[src/rtl/uart_time_report_tx_if.sv]
// Report-request side of uart_time_report_tx: time sources in, serial line and status out.
// master drives the request and time values; slave is the transmitter.
interface uart_time_report_tx_if;
  logic       req;
  logic       sel_alarm;
  logic [4:0] clk_ora;
  logic [5:0] clk_min;
  logic [4:0] alm_ora;
  logic [5:0] alm_min;
  logic       tx;
  logic       busy;
  logic       done;

  modport master (
    output req, sel_alarm, clk_ora, clk_min, alm_ora, alm_min,
    input  tx, busy, done
  );

  modport slave (
    input  req, sel_alarm, clk_ora, clk_min, alm_ora, alm_min,
    output tx, busy, done
  );
endinterface

[src/rtl/uart_time_report_tx.sv]
// Snapshots clock or alarm time on req and sends it as an 8N1 UART frame (LSB first).
// UART_REPORT_CHECKSUM_EN appends an XOR checksum byte to valid frames.
module uart_time_report_tx #(
  parameter int unsigned CLK_DIV = 434
) (
  input logic                  clk,
  input logic                  reset_,
  uart_time_report_tx_if.slave rpt
);
  typedef enum logic [1:0] {IDLE, START, DATA, STOP} state_t;

`ifdef UART_REPORT_CHECKSUM_EN
  localparam int unsigned BYTE_IDX_W = 3;
  localparam int unsigned VALID_LEN  = 4;
`else
  localparam int unsigned BYTE_IDX_W = 2;
  localparam int unsigned VALID_LEN  = 3;
`endif
  localparam logic [15:0] BIT_LAST = 16'(CLK_DIV - 1);

  state_t                state_q;
  logic [15:0]           timer_q;
  logic [2:0]            bit_q;
  logic [BYTE_IDX_W-1:0] byte_q;
  logic                  alarm_q;
  logic [4:0]            ora_q;
  logic [5:0]            min_q;
  logic                  tx_q;
  logic                  busy_q;
  logic                  done_q;

  logic       valid_d;
  logic       bit_end_d;
  logic       last_byte_d;
  logic       tx_d;
  logic [7:0] code_d;
  logic [7:0] ora_byte_d;
  logic [7:0] min_byte_d;
  logic [7:0] cur_byte_d;

  always_comb begin
    valid_d     = (ora_q <= 5'd23) && (min_q <= 6'd59);
    code_d      = alarm_q ? 8'h02 : 8'h01;
    ora_byte_d  = {3'b000, ora_q};
    min_byte_d  = {2'b00, min_q};
    bit_end_d   = (timer_q == BIT_LAST);
    last_byte_d = !valid_d || (byte_q == BYTE_IDX_W'(VALID_LEN - 1));

    cur_byte_d = 8'h07;
    if (valid_d) begin
      case (int'(byte_q))
        0:       cur_byte_d = code_d;
        1:       cur_byte_d = ora_byte_d;
        2:       cur_byte_d = min_byte_d;
`ifdef UART_REPORT_CHECKSUM_EN
        default: cur_byte_d = code_d ^ ora_byte_d ^ min_byte_d;
`else
        default: cur_byte_d = 8'h00;
`endif
      endcase
    end

    // tx is registered from the current state, so the line trails the FSM by one cycle
    tx_d = 1'b1;
    case (state_q)
      START:   tx_d = 1'b0;
      DATA:    tx_d = cur_byte_d[bit_q];
      default: tx_d = 1'b1;
    endcase
  end

  always_ff @(posedge clk or negedge reset_) begin
    if (!reset_) begin
      state_q <= IDLE;
      timer_q <= '0;
      bit_q   <= '0;
      byte_q  <= '0;
      alarm_q <= 1'b0;
      ora_q   <= '0;
      min_q   <= '0;
      tx_q    <= 1'b1;
      busy_q  <= 1'b0;
      done_q  <= 1'b0;
    end else begin
      tx_q   <= tx_d;
      done_q <= 1'b0;
      if (state_q == IDLE) begin
        timer_q <= '0;
        if (rpt.req) begin
          state_q <= START;
          busy_q  <= 1'b1;
          alarm_q <= rpt.sel_alarm;
          ora_q   <= rpt.sel_alarm ? rpt.alm_ora : rpt.clk_ora;
          min_q   <= rpt.sel_alarm ? rpt.alm_min : rpt.clk_min;
          byte_q  <= '0;
          bit_q   <= '0;
        end
      end else begin
        timer_q <= bit_end_d ? 16'd0 : timer_q + 16'd1;
        if (bit_end_d) begin
          case (state_q)
            START: state_q <= DATA;
            DATA: begin
              bit_q <= bit_q + 3'd1;
              if (bit_q == 3'd7) state_q <= STOP;
            end
            STOP: begin
              if (last_byte_d) begin
                state_q <= IDLE;
                busy_q  <= 1'b0;
                done_q  <= 1'b1;
              end else begin
                byte_q  <= byte_q + BYTE_IDX_W'(1);
                state_q <= START;
              end
            end
            default: state_q <= IDLE;
          endcase
        end
      end
    end
  end

  assign rpt.tx   = tx_q;
  assign rpt.busy = busy_q;
  assign rpt.done = done_q;
endmodule
[src/flat_wrapper.sv]
// flat-port wrapper written by rule: the top's interface ports become plain ports
module uart_time_report_tx_flat 
#(
  parameter int unsigned CLK_DIV = 434
)
  (clk, reset_, rpt_req, rpt_sel_alarm, rpt_clk_ora, rpt_clk_min, rpt_alm_ora, rpt_alm_min, rpt_tx, rpt_busy, rpt_done);
  uart_time_report_tx_if rpt_i ();
  input logic clk;
  input logic reset_;
  input wire logic [$bits(rpt_i.req)-1:0] rpt_req;
  input wire logic [$bits(rpt_i.sel_alarm)-1:0] rpt_sel_alarm;
  input wire logic [$bits(rpt_i.clk_ora)-1:0] rpt_clk_ora;
  input wire logic [$bits(rpt_i.clk_min)-1:0] rpt_clk_min;
  input wire logic [$bits(rpt_i.alm_ora)-1:0] rpt_alm_ora;
  input wire logic [$bits(rpt_i.alm_min)-1:0] rpt_alm_min;
  output wire logic [$bits(rpt_i.tx)-1:0] rpt_tx;
  output wire logic [$bits(rpt_i.busy)-1:0] rpt_busy;
  output wire logic [$bits(rpt_i.done)-1:0] rpt_done;
  assign rpt_i.req = rpt_req;
  assign rpt_i.sel_alarm = rpt_sel_alarm;
  assign rpt_i.clk_ora = rpt_clk_ora;
  assign rpt_i.clk_min = rpt_clk_min;
  assign rpt_i.alm_ora = rpt_alm_ora;
  assign rpt_i.alm_min = rpt_alm_min;
  assign rpt_tx = rpt_i.tx;
  assign rpt_busy = rpt_i.busy;
  assign rpt_done = rpt_i.done;
  uart_time_report_tx #(.CLK_DIV(CLK_DIV)) u_core (.clk(clk), .reset_(reset_), .rpt(rpt_i));
endmodule
[config.mk]
export PLATFORM = sky130hd
export DESIGN_NAME = uart_time_report_tx_flat
export DESIGN_NICKNAME = d
export VERILOG_FILES = /design/src/rtl/uart_time_report_tx_if.sv /design/src/rtl/uart_time_report_tx.sv /design/src/flat_wrapper.sv
export SDC_FILE = /design/constraint.sdc
export NUM_CORES = 1
export LEC_CHECK = 0
export BUFFER_PORTS_ARGS = -buffer_cell sky130_fd_sc_hd__buf_2
export CAP_MARGIN = 10
export CORE_MARGIN = 3
export CORE_UTILIZATION = 61
export DETAILED_ROUTE_END_ITERATION = 10
export GPL_ROUTABILITY_DRIVEN = 1
export PLACE_DENSITY = 0.84
export SLEW_MARGIN = 20
export SYNTH_ARGS = -nofsm -noshare
export SYNTH_HDL_FRONTEND = slang
export SYNTH_SLANG_ARGS = --single-unit
[constraint.sdc]
create_clock -name clk -period 6.4 [get_ports clk]
set_input_delay 0.64 -clock clk [delete_from_list [all_inputs] [get_ports clk]]
set_output_delay 0.64 -clock clk [all_outputs]
set_load 0.03 [all_outputs]
==> results of run 1 <==
cell type report:
cell class / count / area, um2
tap: 44 / 55.1
clock buffer: 6 / 51.3
inverter: 11 / 41.3
fill: 265 / 848
multi-input combinational: 161 / 1110
sequential: 38 / 952
timing repair buffer: 28 / 140
sequential cells by signal, summed over array words and instances, names as in the netlist:
register / cells
u_core.bit_q: 3
u_core.state_q: 2
u_core.byte_q: 2
u_core.rpt.done: 1
u_core.timer_q: 16
u_core.alarm_q: 1
u_core.rpt.tx: 1
u_core.min_q: 6
u_core.rpt.busy: 1
u_core.ora_q: 5
metal layers:
metal | up-vias | global-route usage [%] | part of all wire, %
met5 | - | 0 | 0
met2 | 40 | 36.0 | 46
met3 | 4 | 4.44 | 4.6
li1 | 824 | - | -
met4 | 0 | 8.81 | 1.2
met1 | 788 | 29.4 | 49
critical path, stage by stage (launching register included):
cell and delay [ns]:
sky130_fd_sc_hd__dfrtp_1 0.43, sky130_fd_sc_hd__inv_1 0.09, sky130_fd_sc_hd__ha_1 0.32, sky130_fd_sc_hd__or4b_1 0.58
sky130_fd_sc_hd__nor4_2 0.34, sky130_fd_sc_hd__and3b_1 0.28, sky130_fd_sc_hd__mux2_1 0.32
power breakdown:
group / total (W) / leakage, nW / internal [W] / switching, W
clock network: 0.000121 / 0.0302 / 0.0000495 / 0.0000710
registers: 0.000240 / 0.492 / 0.000240 / 0
logic: 0.0000178 / 0.619 / 0.00000847 / 0.00000929
through the flow:
stage | total power (W) | hold slack, ns | cells | util (%)
2_1_floorplan | 0.000250 | 0.344 | 219 | -
3_3_place_gp | 0.000262 | 0.465 | 282 | 71.9
3_5_place_dp | 0.000263 | 0.477 | 282 | 71.9
4_1_cts | 0.000382 | 0.408 | 288 | 73.5
5_1_grt | 0.000398 | 0.430 | 288 | 73.5
6_report | 0.000378 | 0.392 | 288 | 73.5
cells in the final DEF (no fill, tap or decap), types with 2 or more instances in the layout:
cell type and count:
sky130_fd_sc_hd__a31oi_1 3, sky130_fd_sc_hd__xnor2_1 13, sky130_fd_sc_hd__nand2b_1 3, sky130_fd_sc_hd__a22o_1 3
sky130_fd_sc_hd__nand3_1 6, sky130_fd_sc_hd__or4b_1 2, sky130_fd_sc_hd__nor4_1 6, sky130_fd_sc_hd__dfrtp_1 37
sky130_fd_sc_hd__ha_1 12, sky130_fd_sc_hd__clkbuf_4 5, sky130_fd_sc_hd__nor2_1 19, sky130_fd_sc_hd__nor3_1 5
sky130_fd_sc_hd__nand2_1 25, sky130_fd_sc_hd__nor2b_1 3, sky130_fd_sc_hd__mux2i_1 14, sky130_fd_sc_hd__mux2_1 2
sky130_fd_sc_hd__buf_2 28, sky130_fd_sc_hd__nand4_1 6, sky130_fd_sc_hd__o21ai_0 13, sky130_fd_sc_hd__o31a_1 2
sky130_fd_sc_hd__inv_1 11, sky130_fd_sc_hd__a21oi_1 4
final timing paths:
kind                                         from                 to  slack (ns)  cells past startpoint
worst max-delay path            u_core.state_q[1]   u_core.byte_q[1]        3.94                      6
min in group clk                  u_core.ora_q[2]    u_core.ora_q[2]        0.49                      2
worst min-delay path                       reset_    u_core.bit_q[1]        0.39                      1
max in group asynchronous                  reset_  u_core.timer_q[4]        5.49                      1
worst max register to register  u_core.state_q[1]   u_core.byte_q[1]        3.94                      6
worst min register to register    u_core.ora_q[2]    u_core.ora_q[2]        0.49                      2
logic make-up (layout without fill, tap and decap cells):
kind of cell / after synthesis / after routing / synth area share (%)
AO/OA/AOI/OAI: 33 / 33 / 10.3
XOR/XNOR: 14 / 14 / 5.71
adder cells (fa/ha/maj): 12 / 12 / 6.99
buffers and inverters: 20 / 45 / 3.73
flip-flops: 38 / 38 / 44.3
multiplexers: 17 / 17 / 8.10
AND/OR/NAND/NOR: 85 / 85 / 20.9
==> parameters.txt, run 1 <==
Parameter                              Value

Power and ir drop
  P per Cell Area    161 nW/um2
  Leakage power total    roughly 1.1 nW
  Max rail drop VDD    0.117 mV

Synth
  Post-synthesis cell type with the largest combined area    sky130_fd_sc_hd__dfrtp_1
  Prevailing post-synth register cell    sky130_fd_sc_hd__dfrtp_1
  Synth top area share    ~43%
  Synth Cell Area    2150 um2
  Netlist cell types    between 40 and 50
  Synthesis warning total    0
  Gate count of the mapped netlist    219
  Synthesized netlist net count    approximately 260
  Portion of the post-synthesis area used by sequential elements    44.3%
  Biggest area contributors in the synthesized netlist    sky130_fd_sc_hd__dfrtp_1 43%, sky130_fd_sc_hd__ha_1 7.0%, sky130_fd_sc_hd__mux2i_1 6.5%, sky130_fd_sc_hd__xnor2_1 5.3%, sky130_fd_sc_hd__nand2_1 4.4%
  Async set-reset flop share out of synthesis    100%
  Average cell area after synthesis    ~10 um2
  Most numerous cell in the Yosys netlist    sky130_fd_sc_hd__dfrtp_1
  Number of flops mapped to enable cells by yosys    0
  Most frequent cells after synthesis    37 x sky130_fd_sc_hd__dfrtp_1, 25 x sky130_fd_sc_hd__nand2_1, 19 x sky130_fd_sc_hd__nor2_1
  Flip-flop and latch count after synthesis    38

Layout
  Antenna cell count    0
  Final design area excluding fillers    2350 um2
  Area growth syn-to-layout    9.67%
  Layout Nets    between 200 and 300
  Layout cell share with drive strength beyond 1    16.8%

CTS
  Hold bufs inserted after CTS    0
  Postcts setup bufs    0
  TritonCTS clock tree    yes
  Buffer depth of the longest clock path    2
  CTS H-tree lvls    2
  Clock transition time at the flip-flop clock pins of the worst setup and hold paths    0.10 ns
  Clock latency of the later-clocked register in the worst-skew pair    0.33 ns
  Number of gates given a new drive strength after cts    0
  CTS buffer count    5
  Clock tree root buffer cell    sky130_fd_sc_hd__clkbuf_4
  Clock sink count    38

Timing
  Setup TNS    0 ns
  Final count of pins violating max slew    0
  Minimum setup slack in the final design    approximately 4 ns
  Fin Clk Skew    0.00351 ns
  Final setup violation count    0
  RSZ-0062 raised after global routing    no
  Tightest slew margin relative to the limit    a little over two fifths
  F_max    about 410 MHz
  Min Tclk post-route    around 2.5 ns
  Hold violation total from the final report    0
  Worst Tran Pin Value    just under 0.9 ns
  Final worst-path cycle share    a little under two fifths

Floorplanning
  Initial cell density of the core    roughly two thirds
  Width of the die    around 65 um
  Placeable core region    between 3000 and 4000 um2
  Placement row count    20
  Die Ht    65.3 um
  Area of the die    4270 um2
  Top Ports    29

Placed design
  Minimum setup slack after placement    just under 4 ns
  Final HPWL DP    2920 um
  Total cell area at the placement stage    around 2300 um2
  Number of input and output port buffers inserted    28
  Weighted congestion reported at the end of routability-driven placement    roughly 0.8

Flow run
  Max_cap viols    0

Global routing
  Antenna violations before repair    0
  Wire length of the first global-routing pass    roughly 7400 um
  Global route overflow    0
  Largest net degree at the start of global routing    39
  Total GRT Usage    between 20 and 25%
  Via count of the first global-routing pass    1687

Drt
  First-pass iteration count of the detailed router    4
  Post-detailed-route via-to-cell ratio    5.75
  Average wire length per cell after detail routing    around 14 um
  DRC errors left    0
  Total Wirelength    ~4000 um
  Vias post-DR    approximately 1700
  Antenna violation net count after detailed routing    0
  Detailed Route Iter0 Violations    just over 80

Critical path
  Critical Path Start Type    flip-flop
  CP max FO    10
  Sort of element at the end of the critical path    flip-flop
  Crit Path Category    flip-flop to flip-flop
  Data arrival time at the worst-slack endpoint    roughly 2.7 ns
  Data required time at the worst endpoint    ~6.6 ns

Hold path
  Hold WC Path Type    input pin to async pin

Run status
  Outcome    complete, no violations
(Power assumes the default switching activity.)
==> inputs of run 2 (changes only) <==
--- a/config.mk
+++ b/config.mk
@@ -8,10 +8,10 @@
 export BUFFER_PORTS_ARGS = -buffer_cell sky130_fd_sc_hd__buf_2
 export CAP_MARGIN = 10
 export CORE_MARGIN = 3
-export CORE_UTILIZATION = 61
+export CORE_UTILIZATION = 57
 export DETAILED_ROUTE_END_ITERATION = 10
 export GPL_ROUTABILITY_DRIVEN = 1
-export PLACE_DENSITY = 0.84
+export PLACE_DENSITY = 0.79
 export SLEW_MARGIN = 20
 export SYNTH_ARGS = -nofsm -noshare
 export SYNTH_HDL_FRONTEND = slang
==> constraint.sdc (replaced) <==
create_clock -name clk -period 2.4 [get_ports clk]
set_input_delay 0.24 -clock clk [delete_from_list [all_inputs] [get_ports clk]]
set_output_delay 0.24 -clock clk [all_outputs]
set_load 0.03 [all_outputs]
==> parameters.txt, run 2 (same netlist as run 1, synthesis figures left out) <==
Parameter                              Value

Run status
  Outcome    complete, no violations (unchanged)

Layout
  Final design utilization    70.2% (was 73.5%)
  Layout cell share with drive strength beyond 1    19.1% (was 16.8%)
  Leading cell type in the layout, fill and taps excluded    sky130_fd_sc_hd__dfrtp_1 (unchanged)
  Largest register FFs    16 (unchanged)
  Leading cell types in the layout, fill and taps excluded    37 x sky130_fd_sc_hd__dfrtp_1, 28 x sky130_fd_sc_hd__buf_2, 25 x sky130_fd_sc_hd__nand2_1, 19 x sky130_fd_sc_hd__nor2_1, 14 x sky130_fd_sc_hd__mux2i_1 (unchanged)
  Antenna cell count    0 (unchanged)
  Area growth syn-to-layout    13.3% (was 9.67%)
  Non-filler instance count after layout    297 (was 288)
  Registers with the highest flip-flop counts    u_core.timer_q: 16 flops, u_core.min_q: 6 flops, u_core.ora_q: 5 flops (unchanged)
  Layout Nets    288 (was 283)
  Register with the most flip-flops    u_core.timer_q (unchanged)

Floorplanning
  Initial cell density of the core    61.9% (was 67.0%)
  Placeable core region    3470 um2 (was 3200 um2)
  Placement row count    21 (was 20)
  Width of the die    67.4 um (was 65.3 um)
  Die Ht    67.4 um (was 65.3 um)
  Top Ports    29 (unchanged)
  Area of the die    4540 um2 (was 4270 um2)

Timing
  Worst Tran Pin Value    0.851 ns (was 0.871 ns)
  Final worst-path cycle share    96.9% (was 38.4%)
  Hold violation total from the final report    0 (unchanged)
  Fin Clk Skew    0.00405 ns (was 0.00351 ns)
  Final setup violation count    0 (unchanged)
  F_max    430 MHz (was 407 MHz)
  Min Tclk post-route    2.32 ns (was 2.46 ns)
  Final count of pins violating max slew    0 (unchanged)
  Setup TNS    0 ns (unchanged)
  Tightest slew margin relative to the limit    43.2% (was 41.8%)
  RSZ-0062 raised after global routing    no (unchanged)
  Minimum setup slack in the final design    0.0752 ns (was 3.94 ns)

Drt
  Antenna violation net count after detailed routing    0 (unchanged)
  Vias post-DR    1729 (was 1656)
  Average wire length per cell after detail routing    14.7 um (was 14.1 um)
  DRC errors left    0 (unchanged)
  Post-detailed-route via-to-cell ratio    5.82 (was 5.75)
  First-pass iteration count of the detailed router    4 (unchanged)
  Detailed Route Iter0 Violations    72 (was 81)
  Total Wirelength    4360 um (was 4060 um)

Flow run
  Max_cap viols    0 (unchanged)

Power and ir drop
  Net Sw Power    0.000266 W (was 0.0000803 W)
  Max rail drop VDD    0.339 mV (was 0.117 mV)
  P per Cell Area    465 nW/um2 (was 161 nW/um2)
  Sequential power share    56.5% (was 63.4%)
  Switching share of power    23.5% (was 21.2%)
  Internal power summed over all cells    0.000866 W (was 0.000298 W)
  Proportion of power drawn by the clock network    39.2% (was 31.9%)
  Share of power burned in combinational logic    4.3% (was 4.7%)
  Leakage power total    1.18 nW (was 1.14 nW)

CTS
  Number of gates given a new drive strength after cts    0 (unchanged)
  Clock sink count    38 (unchanged)
  CTS H-tree lvls    2 (unchanged)
  Postcts setup bufs    0 (unchanged)
  Hold bufs inserted after CTS    0 (unchanged)
  Clock transition time at the flip-flop clock pins of the worst setup and hold paths    0.08 ns (was 0.10 ns)
  Clock latency of the later-clocked register in the worst-skew pair    0.29 ns (was 0.33 ns)
  Clock tree root buffer cell    sky130_fd_sc_hd__clkbuf_8 (was sky130_fd_sc_hd__clkbuf_4)
  TritonCTS clock tree    yes (unchanged)
  CTS buffer count    5 (unchanged)
  Buffer depth of the longest clock path    2 (unchanged)

Critical path
  Register-to-register setup slack    0.08 ns (was 3.94 ns)
  Sort of element at the end of the critical path    flip-flop (unchanged)
  Data arrival time at the worst-slack endpoint    2.51 ns (was 2.68 ns)
  CP max FO    4 (was 10)
  Crit Path Category    flip-flop to flip-flop (unchanged)
  Data required time at the worst endpoint    2.58 ns (was 6.63 ns)
  Critical Path Start Type    flip-flop (unchanged)

Placed design
  Final HPWL DP    3210 um (was 2920 um)
  Number of input and output port buffers inserted    28 (unchanged)
  Minimum setup slack after placement    0.0911 ns (was 3.96 ns)
  Weighted congestion reported at the end of routability-driven placement    0.907 (was 0.812)
  DP Cell Count    289 (was 282)

Global routing
  Via count of the first global-routing pass    1635 (was 1687)
  Wire length of the first global-routing pass    7390 um (was 7440 um)
  Total GRT Usage    21.7% (was 22.3%)
  Largest net degree at the start of global routing    39 (unchanged)
  Global route overflow    0 (unchanged)
  Antenna violations before repair    0 (unchanged)

Hold path
  Hold WC Path Type    input pin to async pin (unchanged)
[run 2: changes by cell type in the layout (fill, tap and decap cells not counted)]
cell / change
sky130_fd_sc_hd__clkinv_2: +1
sky130_fd_sc_hd__buf_4: +5
sky130_fd_sc_hd__clkbuf_4: -5
sky130_fd_sc_hd__clkinvlp_4: +1
sky130_fd_sc_hd__clkinv_4: +1
sky130_fd_sc_hd__clkbuf_8: +4
[run 2: routing by layer]
layer  track usage (%)  vias up  wire [um]
met5                 0        -          0
met4              11.4        0         96
met3              3.99       10        265
met2              32.8       55       1960
met1              29.5      828       2040
li1                  -      836          -
[run 2: power by group through the flow]
| stage | sequential [W] | clock [W] | combinational, W |
|---|---|---|---|
| 2_1_floorplan | 0.000653 | 0 | 0.0000142 |
| 3_3_place_gp | 0.000652 | 0 | 0.0000476 |
| 3_5_place_dp | 0.000652 | 0 | 0.0000494 |
| 4_1_cts | 0.000640 | 0.000454 | 0.0000494 |
| 5_1_grt | 0.000640 | 0.000478 | 0.0000557 |
| 6_report | 0.000640 | 0.000444 | 0.0000485 |
[run 2: area by class of cell]
type	instances	area [um2]
clock buffer	5	68.8
clock inverter	3	21.3
fill	297	1030
inverter	11	41.3
multi-input combinational	161	1110
sequential	38	952
tap	46	57.6
timing repair buffer	33	178
[run 2: critical path, stage by stage, from the launching register on]
cell                      delay [ns]
sky130_fd_sc_hd__dfrtp_1        0.42
sky130_fd_sc_hd__inv_1          0.07
sky130_fd_sc_hd__ha_1           0.14
sky130_fd_sc_hd__or3b_2         0.46
sky130_fd_sc_hd__or4_4          0.55
sky130_fd_sc_hd__o31ai_2        0.24
sky130_fd_sc_hd__mux2_1         0.34
[run 2: path summary, 6_finish.rpt]
check                           depth (start not counted)              start                  to
worst max-delay path                                    6  u_core.timer_q[1]   u_core.state_q[1]
worst min-delay path                                    1             reset_     u_core.ora_q[0]
worst max register to register                          6  u_core.timer_q[1]   u_core.state_q[1]
worst min register to register                          2    u_core.min_q[0]     u_core.min_q[0]
max in group asynchronous                               1             reset_  u_core.timer_q[14]
min in group clk                                        3     rpt_clk_min[0]     u_core.min_q[0]
[run 2: metrics by stage]
stage	hold slack (ns)	total power [W]	area, um2
finish	0.0507	0.00113	2430
global route	0.113	0.00117	2430
CTS	0.0683	0.00114	2430
detailed placement	0.389	0.000702	2340
global placement	0.388	0.000700	2340
floorplan	-0.0556	0.000667	2150
